File: config.mk
export PLATFORM = sky130hd
export DESIGN_NAME = bcd_mod_counter_flat
export DESIGN_NICKNAME = d
export VERILOG_FILES = /design/src/rtl/bcd_mod_counter_if.sv /design/src/rtl/bcd_mod_counter.sv /design/src/flat_wrapper.sv
export SDC_FILE = /design/constraint.sdc
export NUM_CORES = 1
export LEC_CHECK = 0
export BUFFER_PORTS_ARGS = -buffer_cell sky130_fd_sc_hd__buf_2
export CAP_MARGIN = 20
export CORE_MARGIN = 3
export CORE_UTILIZATION = 40
export DETAILED_ROUTE_END_ITERATION = 10
export GPL_TIMING_DRIVEN = 0
export PLACE_DENSITY_LB_ADDON = 0.3
export RECOVER_POWER = 50
export SLEW_MARGIN = 10
export SYNTH_ARGS = -nofsm -noshare
export SYNTH_HDL_FRONTEND = slang
export SYNTH_SLANG_ARGS = --single-unit
export TNS_END_PERCENT = 100
File: constraint.sdc
create_clock -name clk -period 5 [get_ports clk]
set_input_delay 0.5 -clock clk [delete_from_list [all_inputs] [get_ports clk]]
set_output_delay 0.5 -clock clk [all_outputs]
set_load 0.1 [all_outputs]
File: src/rtl/bcd_mod_counter_if.sv
// Control and data bundle for one bcd_mod_counter stage.
// The master drives the requests. The slave (the counter) returns the count, tc and load_err.
interface bcd_mod_counter_if;
  logic       clr;
  logic       load;
  logic [7:0] data_in;
  logic       en;
  logic       up;
  logic [7:0] data_out;
  logic       tc;
  logic       load_err;

  modport master (
    output clr, load, data_in, en, up,
    input  data_out, tc, load_err
  );

  modport slave (
    input  clr, load, data_in, en, up,
    output data_out, tc, load_err
  );
endinterface

File: src/rtl/bcd_mod_counter.sv
// Two-digit BCD up/down counter over MIN_VAL..MAX_VAL with clear, checked load and cascade tc.
// Define BCD_MOD_COUNTER_SAT_EN to saturate at the range ends instead of wrapping.
module bcd_mod_counter #(
  parameter int MIN_VAL = 0,
  parameter int MAX_VAL = 23
) (
  input logic             clk,
  input logic             rst_n,
  bcd_mod_counter_if.slave bus
);

  if (MAX_VAL > 99 || MIN_VAL < 0 || MIN_VAL >= MAX_VAL) begin : g_param_check
    $error("bcd_mod_counter: need 0 <= MIN_VAL < MAX_VAL <= 99");
  end

  localparam logic [7:0] MIN_BCD = 8'(((MIN_VAL / 10) << 4) | (MIN_VAL % 10));
  localparam logic [7:0] MAX_BCD = 8'(((MAX_VAL / 10) << 4) | (MAX_VAL % 10));

  logic [7:0] r_count;
  logic       r_load_err;

  logic [3:0] w_units;
  logic [3:0] w_tens;
  logic       w_legal;
  logic       w_at_max;
  logic       w_at_min;
  logic       w_load_ok;
  logic [7:0] w_step;

  assign w_units  = r_count[3:0];
  assign w_tens   = r_count[7:4];
  assign w_at_max = (r_count == MAX_BCD);
  assign w_at_min = (r_count == MIN_BCD);

  // With both nibbles in 0..9, a BCD byte orders exactly like its decimal value.
  assign w_legal  = (w_units <= 4'd9) && (w_tens <= 4'd9) &&
                    (r_count >= MIN_BCD) && (r_count <= MAX_BCD);

  assign w_load_ok = (bus.data_in[3:0] <= 4'd9) && (bus.data_in[7:4] <= 4'd9) &&
                     (bus.data_in >= MIN_BCD) && (bus.data_in <= MAX_BCD);

  always_comb begin
    // NOTE: assigning a default first means no path leaves w_step unassigned, so no latch.
    w_step = r_count;
    if (!w_legal) begin
      w_step = MIN_BCD;
    end else if (bus.up) begin
      if (w_at_max) begin
`ifdef BCD_MOD_COUNTER_SAT_EN
        w_step = r_count;
`else
        w_step = MIN_BCD;
`endif
      end else if (w_units == 4'd9) begin
        w_step = {4'(w_tens + 4'd1), 4'd0};
      end else begin
        w_step = {w_tens, 4'(w_units + 4'd1)};
      end
    end else begin
      if (w_at_min) begin
`ifdef BCD_MOD_COUNTER_SAT_EN
        w_step = r_count;
`else
        w_step = MAX_BCD;
`endif
      end else if (w_units == 4'd0) begin
        w_step = {4'(w_tens - 4'd1), 4'd9};
      end else begin
        w_step = {w_tens, 4'(w_units - 4'd1)};
      end
    end
  end

  always_ff @(posedge clk or negedge rst_n) begin
    if (!rst_n) begin
      // NOTE: state registers use non-blocking assignments so all flops update together.
      r_count    <= MIN_BCD;
      r_load_err <= 1'b0;
    end else begin
      r_load_err <= 1'b0;
      if (bus.clr) begin
        r_count <= MIN_BCD;
      end else if (bus.load) begin
        if (w_load_ok) r_count <= bus.data_in;
        r_load_err <= ~w_load_ok;
      end else if (bus.en) begin
        r_count <= w_step;
      end
    end
  end

  // tc fires in the same cycle as the wrapping step, so it can drive the next stage's en directly.
  assign bus.tc       = bus.en & ~bus.clr & ~bus.load &
                        ((bus.up & w_at_max) | (~bus.up & w_at_min));
  assign bus.data_out = r_count;
  assign bus.load_err = r_load_err;

endmodule

File: src/flat_wrapper.sv
// flat-port wrapper written by rule: the top's interface ports become plain ports
module bcd_mod_counter_flat 
#(
  parameter int MIN_VAL = 0,
  parameter int MAX_VAL = 23
)
  (clk, rst_n, bus_clr, bus_load, bus_data_in, bus_en, bus_up, bus_data_out, bus_tc, bus_load_err);
  bcd_mod_counter_if bus_i ();
  input logic clk;
  input logic rst_n;
  input wire logic [$bits(bus_i.clr)-1:0] bus_clr;
  input wire logic [$bits(bus_i.load)-1:0] bus_load;
  input wire logic [$bits(bus_i.data_in)-1:0] bus_data_in;
  input wire logic [$bits(bus_i.en)-1:0] bus_en;
  input wire logic [$bits(bus_i.up)-1:0] bus_up;
  output wire logic [$bits(bus_i.data_out)-1:0] bus_data_out;
  output wire logic [$bits(bus_i.tc)-1:0] bus_tc;
  output wire logic [$bits(bus_i.load_err)-1:0] bus_load_err;
  assign bus_i.clr = bus_clr;
  assign bus_i.load = bus_load;
  assign bus_i.data_in = bus_data_in;
  assign bus_i.en = bus_en;
  assign bus_i.up = bus_up;
  assign bus_data_out = bus_i.data_out;
  assign bus_tc = bus_i.tc;
  assign bus_load_err = bus_i.load_err;
  bcd_mod_counter #(.MIN_VAL(MIN_VAL), .MAX_VAL(MAX_VAL)) u_core (.clk(clk), .rst_n(rst_n), .bus(bus_i));
endmodule
==> flow_metrics.py <==
metrics = {
    "final_layout": {
        "finish.net_count": 156,
        "ratio_of_cells_with_drive_above_1_in_the_final_layout": 0.2774,
        "post_route_standard_cell_area_excluding_fillers_um2": 1131,
        "layout-area-overhead-vs-synth_pct": 17.10,
        "filler_cell_count": 252,
        "layout.core_utilization": 0.5017,
        "antennaDiodeCount": 0,
    },
    "floorplanning": {
        "die_area_um2": 3040,
        "num_rows": 17,
        "coreArea_um2": 2255,
        "floorplan.io_pins": 24,
        "die_x_um": 55.14,
        "fp.dieH_um": 55.14,
        "initial_core_util": 0.4284,
    },
    "placed_design": {
        "gp_routability_congestion": 0.7859,
        "pre_cts_slack_ns": 2.215,
        "port-buffer-count": 22,
        "detailedPlacementHpwl_um": 1925,
        "placed_area_um2": 1111,
    },
    "min_path": {
        "worst_hold_path_type": "in2async",
    },
    "synthesis": {
        "synth_sequential_area_ratio": 0.2332,
        "syn_nets": 129,
        "synth-warning-count": 0,
        "avgSynthCellArea_um2": 8.702,
        "cell_count_after_synthesis": 111,
        "post_synth_xor_area_fraction": 0.009067,
        "synthDominantAreaCellType": "sky130_fd_sc_hd__dfrtp_1",
        "synth_top_area_frac": 0.2332,
        "yosys.area_share.adder": 0.05181,
        "ys_top_cells_by_area": "sky130_fd_sc_hd__dfrtp_1 23%, sky130_fd_sc_hd__a22o_1 5.4%, sky130_fd_sc_hd__ha_1 5.2%, sky130_fd_sc_hd__o21ai_0 3.6%, sky130_fd_sc_hd__nor2_1 3.5%",
        "post_synth_instance_area_um2": 965.9,
        "dominantRegCellSynth": "sky130_fd_sc_hd__dfrtp_1",
        "synth-async-reset-ratio": 1.000,
        "area_fraction_in_and_or_nand_and_nor_cells_after_synthesis": 0.2876,
        "synthMuxAreaShare": 0.01036,
        "post_synth_most_frequent_cells": "9 x sky130_fd_sc_hd__dfrtp_1, 9 x sky130_fd_sc_hd__nor2_1, 7 x sky130_fd_sc_hd__nand2_1, 7 x sky130_fd_sc_hd__o21ai_0, 6 x sky130_fd_sc_hd__a22o_1",
        "synth_top_family_by_area": "compound AO/OA/AOI/OAI gates",
        "synth.distinct_cells": 50,
        "synth_edf_count": 0,
        "synth_compound_gate_area_share": 0.3394,
        "ys_seq_elements": 9,
    },
    "global_routing": {
        "grt_overflow_total": 0,
        "first_global_vias": 913,
        "global_route_wire_length_before_repair_um": 4112,
        "antenna_found_initial": 0,
        "grt_max_degree": 11,
        "gr-usage-all-layers": 0.1882,
    },
    "clocking": {
        "cts_hold_repair.buffers": 0,
        "clk_transition_reported_paths_ns": 0.07,
        "post-cts-setup-buffer-count": 0,
        "maximum_count_of_clock_buffers_along_a_single_path": 2,
        "h-tree-depth": 1,
        "numClockSinks": 9,
        "cts_made_buffers": 3,
        "cts_tree": "yes",
        "clk_latency_ns": 0.27,
        "post_cts.resized_instances": 0,
        "clock_tree.root_cell": "sky130_fd_sc_hd__clkbuf_4",
    },
    "routing": {
        "drt-pass1-iter-count": 4,
        "vias": 995,
        "drt_iter0_markers": 33,
        "vias_per_cell": 6.030,
        "drc_errors": 0,
        "routed_wire_length_per_instance_um": 15.04,
        "routed_wl_um": 2481,
        "detail-route-antenna-nets": 0,
    },
    "sta": {
        "worstMarginPinSlew_ns": 1.162,
        "final-setup-viol-count": 0,
        "hold_viol_final": 0,
        "max_freq_mhz": 334.1,
        "fin_tns_setup_ns": 0,
        "skew_ns": 0.01063,
        "post-route-min-period_ns": 2.993,
        "max-slew-margin-rel": 0.2285,
        "final_critical_path_setup_slack_ns": 2.007,
        "timing.final.max_slew_violations": 0,
        "unrepaired_setup_endpoints_after_global_routing": "no",
        "finalCritPeriodShare": 0.5985,
        "finalHoldWorstSlack_ns": 0.1694,
    },
    "critical_path": {
        "crit_required_ns": 4.50,
        "setup.worst_path.start_class": "flip-flop",
        "timing.critical_path.to_type": "primary output",
        "critPathKind": "reg2out",
        "crit_path_max_incr_delay_ns": 0.47,
        "critPathBufInv": 2,
        "worst_path_dominant_cell_family": "simple AND/OR/NAND/NOR gates",
        "worst_path_max_delay_cell": "sky130_fd_sc_hd__dfrtp_1",
        "critPathMaxFanout": 8,
        "wp_data_arrival_ns": 2.49,
        "worstPathCellList": "inv_1, ha_1, nand4bb_1, nor4_1, a31oi_1, nor3_1, buf_2",
    },
    "power_and_ir_drop": {
        "power_per_cell_area_nw_per_um2": 208.6,
        "power_leakage_nw": 0.4691,
        "ir_drop_v": 0.0001019,
    },
    "run": {
        "timing.max_cap.violations": 0,
    },
    "run_status": {
        "run_status": "completed",
    },
}
[final timing paths]
| check | cells past startpoint | startpoint | slack (ns) | endpoint |
|---|---|---|---|---|
| setup / recovery | 7 | u_core.bus.data_out[4] | 2.01 | bus_tc |
| hold / removal | 1 | rst_n | 0.17 | u_core.bus.data_out[6] |
| setup reg to reg | 7 | u_core.bus.data_out[4] | 2.57 | u_core.bus.data_out[5] |
| hold reg to reg | 1 | u_core.bus.data_out[5] | 0.67 | u_core.bus.data_out[5] |
| max in group asynchronous | 1 | rst_n | 4.47 | u_core.bus.data_out[0] |
| min in group clk | 4 | bus_data_in[0] | 0.57 | u_core.bus.data_out[0] |
[power breakdown]
part / switching [W] / total, W / internal, W
sequential: 0.00000436 / 0.0000803 / 0.0000759
clock: 0.0000295 / 0.0000604 / 0.0000309
combinational: 0.0000658 / 0.0000953 / 0.0000295
[registers in the layout (all words and copies together), names as in the netlist]
name	count
u_core.bus.data_out	8
u_core.bus.load_err	1
[area by class of cell]
class,count,area [um2],share of cell area
Buffer,8,51.30,0.04535
Clock buffer,4,26.28,0.02323
Inverter,4,15.01,0.01327
Multi-Input combinational cell,90,674.4,0.5962
Sequential cell,9,225.2,0.1991
Tap cell,28,35.03,0.03097
Timing Repair Buffer,22,103.9,0.09181
[cells in the final DEF (no fill, tap or decap), types with 3 or more instances in the layout]
cell and n:
sky130_fd_sc_hd__a211oi_1 3, sky130_fd_sc_hd__a21oi_1 5, sky130_fd_sc_hd__a22o_1 6, sky130_fd_sc_hd__a32oi_1 3, sky130_fd_sc_hd__buf_2 19, sky130_fd_sc_hd__clkbuf_1 9
sky130_fd_sc_hd__clkbuf_4 3, sky130_fd_sc_hd__dfrtp_1 9, sky130_fd_sc_hd__ha_1 4, sky130_fd_sc_hd__inv_1 4, sky130_fd_sc_hd__nand2_1 7, sky130_fd_sc_hd__nand2b_1 3
sky130_fd_sc_hd__nor2_1 9, sky130_fd_sc_hd__nor3_1 3, sky130_fd_sc_hd__o21ai_0 7
[routing by layer]
metal / global-route usage / wire [um] / vias to the layer above
met3: 0.01609 / 131 / 5
met5: 0 / 0 / -
li1: - / - / 486
met4: 0.07287 / 47 / 0
met2: 0.2953 / 1136 / 39
met1: 0.2660 / 1165 / 465
[per-stage QoR]
stage	total power (W)	instances
final	0.0002359	165
after global routing	0.0002502	165
after CTS	0.0002373	165
after detailed placement	0.0001768	161
after global placement	0.0001743	161
after floorplan	0.0001535	111
[logic make-up after synthesis]
family | count (synthesis)
XOR/XNOR | 1
flip-flops | 9
adder cells (fa/ha/maj) | 4
multiplexers | 1
buffers and inverters | 12
AO/OA/AOI/OAI | 42
AND/OR/NAND/NOR | 42
Note: power is estimated with default switching activity, not from simulation.
